==> config.mk <==
export PLATFORM = sky130hd
export DESIGN_NAME = mem_lsu_fsm
export DESIGN_NICKNAME = d
export VERILOG_FILES = /design/src/rtl/mem_lsu_fsm.sv
export SDC_FILE = /design/constraint.sdc
export NUM_CORES = 1
export LEC_CHECK = 0
export CORE_MARGIN = 2
export CORE_UTILIZATION = 51
export CTS_CLUSTER_DIAMETER = 40
export DETAILED_ROUTE_END_ITERATION = 10
export PLACE_DENSITY_LB_ADDON = 0.3
export SETUP_SLACK_MARGIN = 0.05
export SLEW_MARGIN = 15
export SYNTH_ARGS = -nofsm -noshare
export SYNTH_HDL_FRONTEND = slang
export SYNTH_SLANG_ARGS = --single-unit
==> constraint.sdc <==
create_clock -name clk -period 8.8 [get_ports clk]
set_input_delay 1.32 -clock clk [delete_from_list [all_inputs] [get_ports clk]]
set_output_delay 1.32 -clock clk [all_outputs]
set_load 0.01 [all_outputs]
==> src/rtl/mem_lsu_fsm.sv <==
// mem_lsu_fsm: MEM-stage load/store engine acting as a req/ack data-bus master.
// Steers big-endian byte lanes, extends loads, tracks the LL/SC reservation,
// stalls the pipeline while busy and raises AdEL/AdES/DBE exceptions.
// Build option: define LSU_ALIGN_EXC_EN to trap misaligned half/word accesses;
// without it the low address bits below the access size are cleared instead.
module mem_lsu_fsm #(
    parameter int DATA_W      = 32,
    parameter int ADDR_W      = 32,
    parameter int TIMEOUT_CYC = 255
) (
    input  logic                clk,
    input  logic                rst,
    input  logic                start_i,
    input  logic [3:0]          op_i,
    input  logic [ADDR_W-1:0]   addr_i,
    input  logic [DATA_W-1:0]   wdata_i,
    input  logic                flush_i,
    output logic                stall_req_o,
    output logic                done_o,
    output logic [DATA_W-1:0]   rdata_o,
    output logic                exc_o,
    output logic [4:0]          exc_code_o,
    output logic [ADDR_W-1:0]   bad_vaddr_o,
    output logic                llbit_o,
    output logic                bus_req_o,
    output logic                bus_we_o,
    output logic [ADDR_W-1:0]   bus_addr_o,
    output logic [DATA_W/8-1:0] bus_sel_o,
    output logic [DATA_W-1:0]   bus_wdata_o,
    input  logic                bus_ack_i,
    input  logic [DATA_W-1:0]   bus_rdata_i
);

    localparam int LANES = DATA_W / 8;
    localparam int OFF_W = $clog2(LANES);
    localparam int CNT_W = (TIMEOUT_CYC > 0) ? $clog2(TIMEOUT_CYC + 1) : 1;

    localparam logic [3:0] OP_LB  = 4'd0;
    localparam logic [3:0] OP_LBU = 4'd1;
    localparam logic [3:0] OP_LH  = 4'd2;
    localparam logic [3:0] OP_LHU = 4'd3;
    localparam logic [3:0] OP_LW  = 4'd4;
    localparam logic [3:0] OP_SB  = 4'd5;
    localparam logic [3:0] OP_SH  = 4'd6;
    localparam logic [3:0] OP_SW  = 4'd7;
    localparam logic [3:0] OP_LL  = 4'd8;
    localparam logic [3:0] OP_SC  = 4'd9;

    localparam logic [4:0] EXC_ADEL = 5'd4;
    localparam logic [4:0] EXC_ADES = 5'd5;
    localparam logic [4:0] EXC_DBE  = 5'd7;

    typedef enum logic [1:0] {S_IDLE, S_CHK, S_BUS, S_DONE} state_t;

    state_t              r_state;
    state_t              w_next;
    logic [3:0]          r_op;
    logic [ADDR_W-1:0]   r_addr;
    logic [DATA_W-1:0]   r_wdata;
    logic [DATA_W-1:0]   r_rdata;
    logic                r_llbit;
    logic [CNT_W-1:0]    r_tcnt;
    logic                r_flushed;
    logic                r_bus_we;
    logic [ADDR_W-1:0]   r_bus_addr;
    logic [LANES-1:0]    r_bus_sel;
    logic [DATA_W-1:0]   r_bus_wdata;

    logic [2:0]          w_nbytes;
    logic                w_store;
    logic                w_signed;
    logic [OFF_W-1:0]    w_raw_off;
    logic [OFF_W-1:0]    w_off;
    logic                w_fault;
    logic [LANES-1:0]    w_sel;
    logic [DATA_W-1:0]   w_wrep;
    int unsigned         w_rsh;
    logic [31:0]         w_sh32;
    logic [DATA_W-1:0]   w_ext;
    logic                w_tmo;
    logic                w_quiet;
    logic                w_op_valid;
    logic                w_stall;
    logic                w_done;
    logic                w_exc;
    logic [4:0]          w_code;
    logic                w_bus_req;
    logic                w_latch;
    logic                w_go_bus;
    logic                w_sc_fail;
    logic                w_ack_ok;

    assign w_op_valid = (op_i <= OP_SC);
    assign w_raw_off  = r_addr[OFF_W-1:0];
    assign w_off      = w_raw_off & ~OFF_W'(w_nbytes - 3'd1);
    assign w_tmo      = (TIMEOUT_CYC != 0) && (r_tcnt == CNT_W'(TIMEOUT_CYC));
    // A flush seen at any point during the bus wait silences the completion.
    assign w_quiet    = r_flushed || flush_i;

`ifdef LSU_ALIGN_EXC_EN
    logic w_misalign;
    assign w_misalign = (w_raw_off & OFF_W'(w_nbytes - 3'd1)) != '0;
    assign w_fault    = w_misalign;
`else
    assign w_fault    = 1'b0;
`endif

    // Decode the latched opcode into access size, direction and signedness
    always_comb begin
        w_nbytes = 3'd4;
        w_store  = 1'b0;
        w_signed = 1'b0;
        case (r_op)
            OP_LB:   begin w_nbytes = 3'd1; w_signed = 1'b1; end
            OP_LBU:  begin w_nbytes = 3'd1; end
            OP_LH:   begin w_nbytes = 3'd2; w_signed = 1'b1; end
            OP_LHU:  begin w_nbytes = 3'd2; end
            OP_LW:   begin w_nbytes = 3'd4; w_signed = 1'b1; end
            OP_SB:   begin w_nbytes = 3'd1; w_store  = 1'b1; end
            OP_SH:   begin w_nbytes = 3'd2; w_store  = 1'b1; end
            OP_SW:   begin w_nbytes = 3'd4; w_store  = 1'b1; end
            OP_LL:   begin w_nbytes = 3'd4; w_signed = 1'b1; end
            OP_SC:   begin w_nbytes = 3'd4; w_store  = 1'b1; end
            default: ;
        endcase
    end

    // Byte enables (MSB lane = lowest address) and store data replicated per lane
    always_comb begin
        w_sel  = '0;
        w_wrep = '0;
        for (int unsigned i = 0; i < LANES; i++) begin
            if (i >= 32'(w_off) && i < 32'(w_off) + 32'(w_nbytes))
                w_sel[LANES-1-i] = 1'b1;
            case (w_nbytes)
                3'd1:    w_wrep[8*i +: 8] = r_wdata[7:0];
                3'd2:    w_wrep[8*i +: 8] = r_wdata[8*(i%2) +: 8];
                default: w_wrep[8*i +: 8] = r_wdata[8*(i%4) +: 8];
            endcase
        end
    end

    // Right-align the addressed bytes of the read data and extend to full width
    always_comb begin
        w_rsh  = 8 * (32'(LANES) - 32'(w_off) - 32'(w_nbytes));
        w_sh32 = 32'(bus_rdata_i >> w_rsh);
        case (w_nbytes)
            3'd1:    w_ext = w_signed ? DATA_W'($signed(w_sh32[7:0]))  : DATA_W'(w_sh32[7:0]);
            3'd2:    w_ext = w_signed ? DATA_W'($signed(w_sh32[15:0])) : DATA_W'(w_sh32[15:0]);
            default: w_ext = w_signed ? DATA_W'($signed(w_sh32))       : DATA_W'(w_sh32);
        endcase
    end

    // State register
    always_ff @(posedge clk or negedge rst) begin
        if (!rst) r_state <= S_IDLE;
        else      r_state <= w_next;
    end

    // Next-state and per-state control outputs
    always_comb begin
        w_next    = r_state;
        w_stall   = 1'b0;
        w_done    = 1'b0;
        w_exc     = 1'b0;
        w_code    = '0;
        w_bus_req = 1'b0;
        w_latch   = 1'b0;
        w_go_bus  = 1'b0;
        w_sc_fail = 1'b0;
        w_ack_ok  = 1'b0;
        case (r_state)
            S_IDLE: begin
                if (start_i && !flush_i && w_op_valid) begin
                    w_latch = 1'b1;
                    w_next  = S_CHK;
                end
            end
            S_CHK: begin
                w_stall = 1'b1;
                if (flush_i) begin
                    w_next = S_IDLE;
                end else if (w_fault) begin
                    w_exc  = 1'b1;
                    w_code = w_store ? EXC_ADES : EXC_ADEL;
                    w_next = S_IDLE;
                end else if (r_op == OP_SC && !r_llbit) begin
                    w_sc_fail = 1'b1;
                    w_next    = S_DONE;
                end else begin
                    w_go_bus = 1'b1;
                    w_next   = S_BUS;
                end
            end
            S_BUS: begin
                w_stall = 1'b1;
                if (w_tmo) begin
                    w_exc  = !w_quiet;
                    w_code = w_quiet ? 5'd0 : EXC_DBE;
                    w_next = S_IDLE;
                end else begin
                    w_bus_req = 1'b1;
                    if (bus_ack_i) begin
                        w_ack_ok = 1'b1;
                        w_next   = w_quiet ? S_IDLE : S_DONE;
                    end
                end
            end
            S_DONE: begin
                w_done = !flush_i;
                w_next = S_IDLE;
            end
            default: w_next = S_IDLE;
        endcase
    end

    // Operand capture, bus drive registers, timeout counter and load result
    always_ff @(posedge clk or negedge rst) begin
        if (!rst) begin
            r_op        <= '0;
            r_addr      <= '0;
            r_wdata     <= '0;
            r_rdata     <= '0;
            r_tcnt      <= '0;
            r_flushed   <= 1'b0;
            r_bus_we    <= 1'b0;
            r_bus_addr  <= '0;
            r_bus_sel   <= '0;
            r_bus_wdata <= '0;
        end else begin
            if (w_latch) begin
                r_op    <= op_i;
                r_addr  <= addr_i;
                r_wdata <= wdata_i;
            end
            if (w_go_bus) begin
                r_bus_we    <= w_store;
                r_bus_addr  <= {r_addr[ADDR_W-1:OFF_W], {OFF_W{1'b0}}};
                r_bus_sel   <= w_sel;
                r_bus_wdata <= w_wrep;
                r_tcnt      <= '0;
                r_flushed   <= 1'b0;
            end else if (r_state == S_BUS) begin
                if (r_tcnt != '1) r_tcnt <= r_tcnt + 1'b1;
                if (flush_i)      r_flushed <= 1'b1;
            end
            if (w_sc_fail) r_rdata <= '0;
            if (w_ack_ok && !w_quiet) begin
                if (r_op == OP_SC)  r_rdata <= DATA_W'(1'b1);
                else if (!w_store)  r_rdata <= w_ext;
            end
        end
    end

    // LL/SC reservation bit; any flush drops it
    always_ff @(posedge clk or negedge rst) begin
        if (!rst) begin
            r_llbit <= 1'b0;
        end else if (flush_i) begin
            r_llbit <= 1'b0;
        end else if (w_ack_ok && !r_flushed) begin
            if (r_op == OP_LL)      r_llbit <= 1'b1;
            else if (r_op == OP_SC) r_llbit <= 1'b0;
        end
    end

    assign stall_req_o = w_stall;
    assign done_o      = w_done;
    assign rdata_o     = r_rdata;
    assign exc_o       = w_exc;
    assign exc_code_o  = w_code;
    assign bad_vaddr_o = w_exc ? r_addr : '0;
    assign llbit_o     = r_llbit;
    assign bus_req_o   = w_bus_req;
    assign bus_we_o    = r_bus_we;
    assign bus_addr_o  = r_bus_addr;
    assign bus_sel_o   = r_bus_sel;
    assign bus_wdata_o = r_bus_wdata;

endmodule
==> results by group, run 1 <==
Routing
  – Drt pass-1 iters: 5
  – Drt wl/cell: between 15 and 20 um
  – Routed Antenna Nets: 0
  – Residual DRC: 0
  – Vias post-DR: 6,650
  – DR iter-0 viols: 504
  – Via density per instance: approximately 5.4
  – WL final: between 20 and 25 mm

Pwr
  – Reg power frac: 0.346
  – Switching portion of total power: 0.3920
  – Cell Int Power: approximately 0.0026 W
  – Total power draw: 0.004218 W
  – Logic pwr share: 0.488
  – Clock power frac: 0.167
  – Net Switching: between 0.0015 and 0.002 W
  – Pwr/cell area: 369.4 mW/mm2
  – Pleak: ~5.1 nW
  – Worst vdd rail ir drop: 0.1963 mV

Clock network
  – Worst-Skew Late Latency: 0.42 ns
  – CTS Buf Count: 17
  – Setup Fix Bufs, Post-CTS: 0
  – Hold buffer count at cts: 0
  – Worst-path clk slew: 0.06 ns
  – CTS tree: done
  – Clock Tree Root: clkbuf_16
  – H-tree level count: 4
  – PostCTS Resize Cnt: 0
  – CTS max path bufs: 2
  – Sink Count: 179

Worst hold path
  – Worst hold path class: reg -> reg
  – End of the worst hold path: bus_addr_o[30]$_DFFE_PN0P_
  – Hold_sp: bus_addr_o[30]$_DFFE_PN0P_
  – Worst Hold Depth: 2

Logic synthesis
  – Yosys cell types: 60
  – EDFF count, synth: 0
  – Yosys warns: 0
  – Ys async rst share: 1.000
  – Top post-synthesis cells by area: dfrtp_1 54%, mux2_2 9.5%, nand2_1 7.9%, a221o_1 2.6%, and2_1 2.5%
  – Syn Inst Count: between 700 and 800
  – Syn avg cell area: around 11 um2
  – Cell area after synthesis: 0.008340 mm2
  – Post-synth top cells: 179 x dfrtp_1, 176 x nand2_1, 70 x mux2_2
  – Sequential-to-total area share from yosys stat: 0.5371
  – #FFs+latches synth: approximately 180
  – Synth top area share: 0.5371
  – Top-count cell post-synth: dfrtp_1
  – Top_reg_cell synth: dfrtp_1
  – Cell taking the most area after synthesis: dfrtp_1

Worst setup path
  – CP cell instances: clkdlybuf4s50_1 -> nor3b_1 -> nor2b_4 -> and2_1 -> clkdlybuf4s50_1
  – Slowest stage delay, CP: 0.63 ns
  – Register-to-Register Path Depth: 14
  – CP max-delay cell: nor2b_4
  – Reg-to-Reg End: rdata_o[28]$_DFF_PN0_
  – CP arrival: 3.61 ns
  – WS Path Type: in -> out
  – Crit Path Max Fanout: 36
  – Element type at the critical path end: primary output
  – Reg2reg setup slack: ~4.0 ns
  – Most common cell on crit path: clkdlybuf4s50_1
  – CP Launch Type: primary input
  – R2R Path Start: r_op[2]$_DFFE_PN0P_
  – Critical Path RT: 7.48 ns

Cells and area
  – N_diodes: 0
  – # nets final: 1,124
  – Design area: 0.01142 mm2
  – Area growth, synth to finish: 36.89%
  – Layout cell share with drive strength beyond 1: 0.1203

STA
  – Least-Margin Pin Slew: around 1.1 ns
  – Fin crit share: 0.5600
  – Final Max Tran Viols: 0
  – RSZ-0062 raised after global routing: no
  – Endpoints failing setup: 0
  – Worst slew margin: 0.2407
  – Fin. Hold Viols: 0
  – Hold slack: 0.4729 ns
  – Worst Clk Skew: between 0.009 and 0.01 ns
  – Setup_tns: 0 ns
  – Fmax: 202.9 MHz
  – Minimum clock period: 4.928 ns

GRT
  – Vias in the first global route: 6,747
  – All-layer global routing usage: 0.2560
  – Total gr overflow: 0
  – Initial antenna violation count: 0
  – Wire length of the first global-routing pass: 35.49 mm
  – Largest net degree at the start of global routing: between 80 and 90

Die
  – # IOs: 248
  – Area of the core: 0.01594 mm2
  – Site Rows: 46
  – Die Span X: 131.9 um
  – Full die area: 0.01739 mm2
  – Initial Util: 0.5232
  – Die height: 131.9 um

Job
  – Max Cap Viol: 0

Status
  – Status: finished clean

Place
  – DP HPWL: 15.63 mm
  – DP Area: ~0.011 mm2
  – Placer Congestion: 0.8988
  – I/O Buffers: between 200 and 250
[final cells by class]
class	instances	area [um2]
clock buffers	23	467.9
flip-flops and latches	179	4479
inverters	13	51.30
fillers	1212	4526
repair buffers	250	2486
multi-input cells	540	3591
clock inverters	9	71.32
well taps	216	270.3
[metrics by stage]
| stage | std cells | setup WS (ns) | util |
|---|---|---|---|
| after floorplan | 785 | 4.607 | - |
| final | 1230 | 3.872 | 0.7161 |
| after global placement | 1198 | 3.708 | 0.6820 |
| after global routing | 1230 | 3.627 | 0.7161 |
| after CTS | 1230 | 3.560 | 0.7158 |
| after detailed placement | 1198 | 3.579 | 0.6820 |
[critical path: cells and delay by family]
kind / cells / cell delay [ns]
and+or+nand+nor: 3 / 1.24
buffers and inverters: 2 / 1.04
[flip-flops by register name, summed over array words and instances (netlist names)]
register     count
r_tcnt           8
bus_we_o         1
rdata_o         32
bus_wdata_o     32
r_state          2
r_flushed        1
bus_sel_o        4
r_op             4
r_wdata         32
bus_addr_o      30
r_addr          32
llbit_o          1
[metal layers]
layer / up-vias / GRT usage / part of all wire
met4: 0 / 0.09903 / 0.028
met2: 236 / 0.4010 / 0.47
met1: 3240 / 0.3365 / 0.43
met5: - / 0 / 0
met3: 39 / 0.07689 / 0.076
li1: 3135 / - / -
[worst max path at each step]
stage | start | to | slack [ns] | cells after the start
after floorplan | r_op[2]$_DFFE_PN0P_ | rdata_o[10]$_DFF_PN0_ | 4.61 | 15
after global placement | flush_i | bad_vaddr_o[0] | 3.71 | 5
after detailed placement | flush_i | bad_vaddr_o[7] | 3.58 | 5
after CTS | flush_i | bad_vaddr_o[7] | 3.56 | 5
after global routing | flush_i | bad_vaddr_o[21] | 3.63 | 5
final | flush_i | bad_vaddr_o[21] | 3.87 | 5
[power groups by stage]
stage / sequential (W) / clock, W / combinational [W]
final: 0.00146 / 0.000703 / 0.00206
after detailed placement: 0.00147 / 0 / 0.00205
after global placement: 0.00146 / 0 / 0.00199
after floorplan: 0.00148 / 0 / 0.00121
after global routing: 0.00151 / 0.000748 / 0.00226
after CTS: 0.00146 / 0.000715 / 0.00206
[layout by cell type (no fill, tap or decap), drive strengths merged, types with 8 or more instances in the layout]
cell type,synthesis,layout
nand3,9,9
clkbuf,35,23
nor2,36,36
o211ai,8,8
mux2i,19,19
a221oi,8,8
clkdlybuf4s50,0,242
inv,13,16
a22o,8,8
ha,15,15
buf,18,8
mux2,70,70
nor3,11,11
and2,34,34
dfrtp,179,179
a221o,22,22
nand2,176,176
a22oi,10,10
a21oi,22,22
o22a,8,8
o21ai,31,31
[cell families (layout without fill, tap and decap cells)]
kind of cell	Yosys count	after routing	share of synthesized area
AND/OR/NAND/NOR	294	294	0.1604
flip-flops	179	179	0.5371
AO/OA/AOI/OAI	128	128	0.1106
multiplexers	89	89	0.1188
buffers and inverters	66	295	0.03555
adder cells (fa/ha/maj)	19	19	0.03090
XOR/XNOR	6	6	0.006301
other	1	4	0.0004496
Power figures use the tool's default switching activity.
==> inputs of run 2 (changes only) <==
Settings changed: CORE_UTILIZATION 51 to 48.
Clock period 8.8 ns to 5 ns, I/O delays scaled along.
==> results by group, run 2 (synthesis gave the netlist of run 1 again) <==
Status
  – Status: finished clean

Routing
  – Vias post-DR: roughly 6,700
  – WL final: approximately 22 mm
  – DR iter-0 viols: 437
  – Routed Antenna Nets: 0
  – Detail Route met2 WL: 10.35 mm
  – Residual DRC: 0
  – Via density per instance: 5.417
  – Met3 WL: 1.916 mm
  – Drt wl/cell: 17.81 um
  – Highest metal used: met4
  – Drt pass-1 iters: 5
  – M1 WL: 9.346 mm

Cells and area
  – Area growth, synth to finish: 38.09%
  – Commonest cells after routing, fill and taps aside: 242 x clkdlybuf4s50_1, 179 x dfrtp_1, 176 x nand2_1
  – # nets final: ~1,100
  – Design area: 0.01152 mm2
  – Layout cell share with drive strength beyond 1: 0.1251
  – Commonest non-fill, non-tap cell in the layout: clkdlybuf4s50_1
  – N_diodes: 0

Worst setup path
  – Crit Path Max Fanout: 7
  – Element type at the critical path end: flop
  – Buf/Inv on CP: 2
  – Delay-heaviest family, CP: simple AND/OR/NAND/NOR gates
  – CP arrival: 4.85 ns
  – CP Launch Type: flop
  – CP max-delay cell: fa_1
  – WS Path Type: reg -> reg
  – Crit path depth: 14
  – Crit path from: r_op[2]$_DFFE_PN0P_
  – Critical Path RT: 5.33 ns
  – Slowest stage delay, CP: 0.48 ns
  – Reg2reg setup slack: 0.48 ns
  – CP cell instances: nor2b_1 -> nor3_1 -> inv_1 -> ha_1 -> nand2b_1 -> ha_1 -> inv_1 -> fa_1 -> fa_1 -> or3b_2 -> o22ai_1 -> nand4_1 -> nor2b_4 -> a221oi_1
  – Reg-to-Reg End: rdata_o[13]$_DFF_PN0_
  – CP Capture Point: rdata_o[13]$_DFF_PN0_
  – Register-to-Register Path Depth: 14
  – R2R Path Start: r_op[2]$_DFFE_PN0P_

Place
  – DP HPWL: 15.34 mm
  – Placer Congestion: 0.8875
  – I/O Buffers: 243
  – DP Area: 0.01090 mm2

GRT
  – Largest net degree at the start of global routing: 93
  – Vias in the first global route: around 6,700
  – Wire length of the first global-routing pass: 35.02 mm
  – All-layer global routing usage: 0.2437
  – Total gr overflow: 0
  – Initial antenna violation count: 0

Clock network
  – Clock Tree Root: clkbuf_16
  – CTS tree: done
  – Worst-Skew Late Latency: between 0.4 and 0.5 ns
  – Setup Fix Bufs, Post-CTS: 0
  – PostCTS Resize Cnt: 0
  – CTS Buf Count: 17
  – Sink Count: 179
  – Hold buffer count at cts: 0
  – H-tree level count: 4
  – Worst-path clk slew: 0.07 ns
  – CTS max path bufs: 2

Worst hold path
  – Worst hold path class: in -> async

STA
  – Final Max Tran Viols: 0
  – Fmax: 221.0 MHz
  – Fin crit share: 0.9050
  – Worst slew margin: 0.3720
  – Endpoints failing setup: 0
  – RSZ-0062 raised after global routing: no
  – Minimum clock period: between 4 and 5 ns
  – Least-Margin Pin Slew: 0.9420 ns
  – Fin. Hold Viols: 0
  – Setup_tns: 0 ns
  – Worst Clk Skew: 0.01181 ns

Die
  – Area of the core: 0.01712 mm2
  – Site Rows: 48
  – # IOs: approximately 250
  – Full die area: 0.01845 mm2
  – Die height: around 140 um
  – Die Span X: between 100 and 150 um
  – Initial Util: 0.4873

Pwr
  – Worst vdd rail ir drop: 0.3570 mV
  – Pwr/cell area: 654.3 mW/mm2
  – Pleak: 5.087 nW

Job
  – Max Cap Viol: 0
==> run 2: cell count changes in the layout (fill, tap and decap cells not counted), moves of 2 or more <==
cell        before  now
clkinv_4         2    0
bufinv_16        0    2
inv_6            2    4
clkbuf_1         4    0
clkinvlp_4       2    4
==> run 2: worst min-delay path by stage <==
| stage | endpoint | slack, ns | cells after the start |
|---|---|---|---|
| global route | bus_addr_o[28]$_DFFE_PN0P_ | 0.46 | 1 |
| global placement | bus_addr_o[20]$_DFFE_PN0P_ | 0.46 | 2 |
| floorplan | bus_addr_o[10]$_DFFE_PN0P_ | 0.45 | 0 |
| detailed placement | bus_addr_o[5]$_DFFE_PN0P_ | 0.46 | 2 |
| finish | r_addr[28]$_DFFE_PN0P_ | 0.37 | 1 |
| CTS | r_addr[28]$_DFFE_PN0P_ | 0.42 | 1 |
==> run 2: final cells by class <==
| class | instances | area, um2 |
|---|---|---|
| fill | 1330 | 5599 |
| sequential | 179 | 4479 |
| multi-input combinational | 540 | 3591 |
| timing repair buffer | 251 | 2506 |
| clock buffer | 18 | 439.2 |
| tap | 225 | 281.5 |
| clock inverter | 14 | 168.9 |
| inverter | 13 | 51.30 |
==> run 2: power breakdown <==
group	leakage (nW)	total (W)	switching, W	internal [W]
sequential	2.25	0.00255	0.000464	0.00209
combinational	2.55	0.00360	0.00184	0.00176
clock	0.287	0.00138	0.000616	0.000766
total	5.09	0.00754	0.00292	0.00461
==> run 2: per-layer routing <==
metal	global-route usage	vias up
li1	-	3134
met1	0.3280	3276
met2	0.3740	273
met3	0.07979	34
met4	0.08160	0
met5	0	-
==> run 2: per-stage QoR <==
step / hold slack [ns] / power, W / util / std cells / setup slack [ns]
detailed placement: 0.4627 / 0.006148 / 0.6371 / 1208 / 0.3828
CTS: 0.4226 / 0.007569 / 0.6726 / 1240 / 0.3622
floorplan: 0.4469 / 0.004725 / - / 785 / 0.8075
global route: 0.4558 / 0.008041 / 0.6729 / 1240 / 0.1583
global placement: 0.4565 / 0.006044 / 0.6371 / 1208 / 0.5279
finish: 0.3709 / 0.007535 / 0.6729 / 1240 / 0.4751
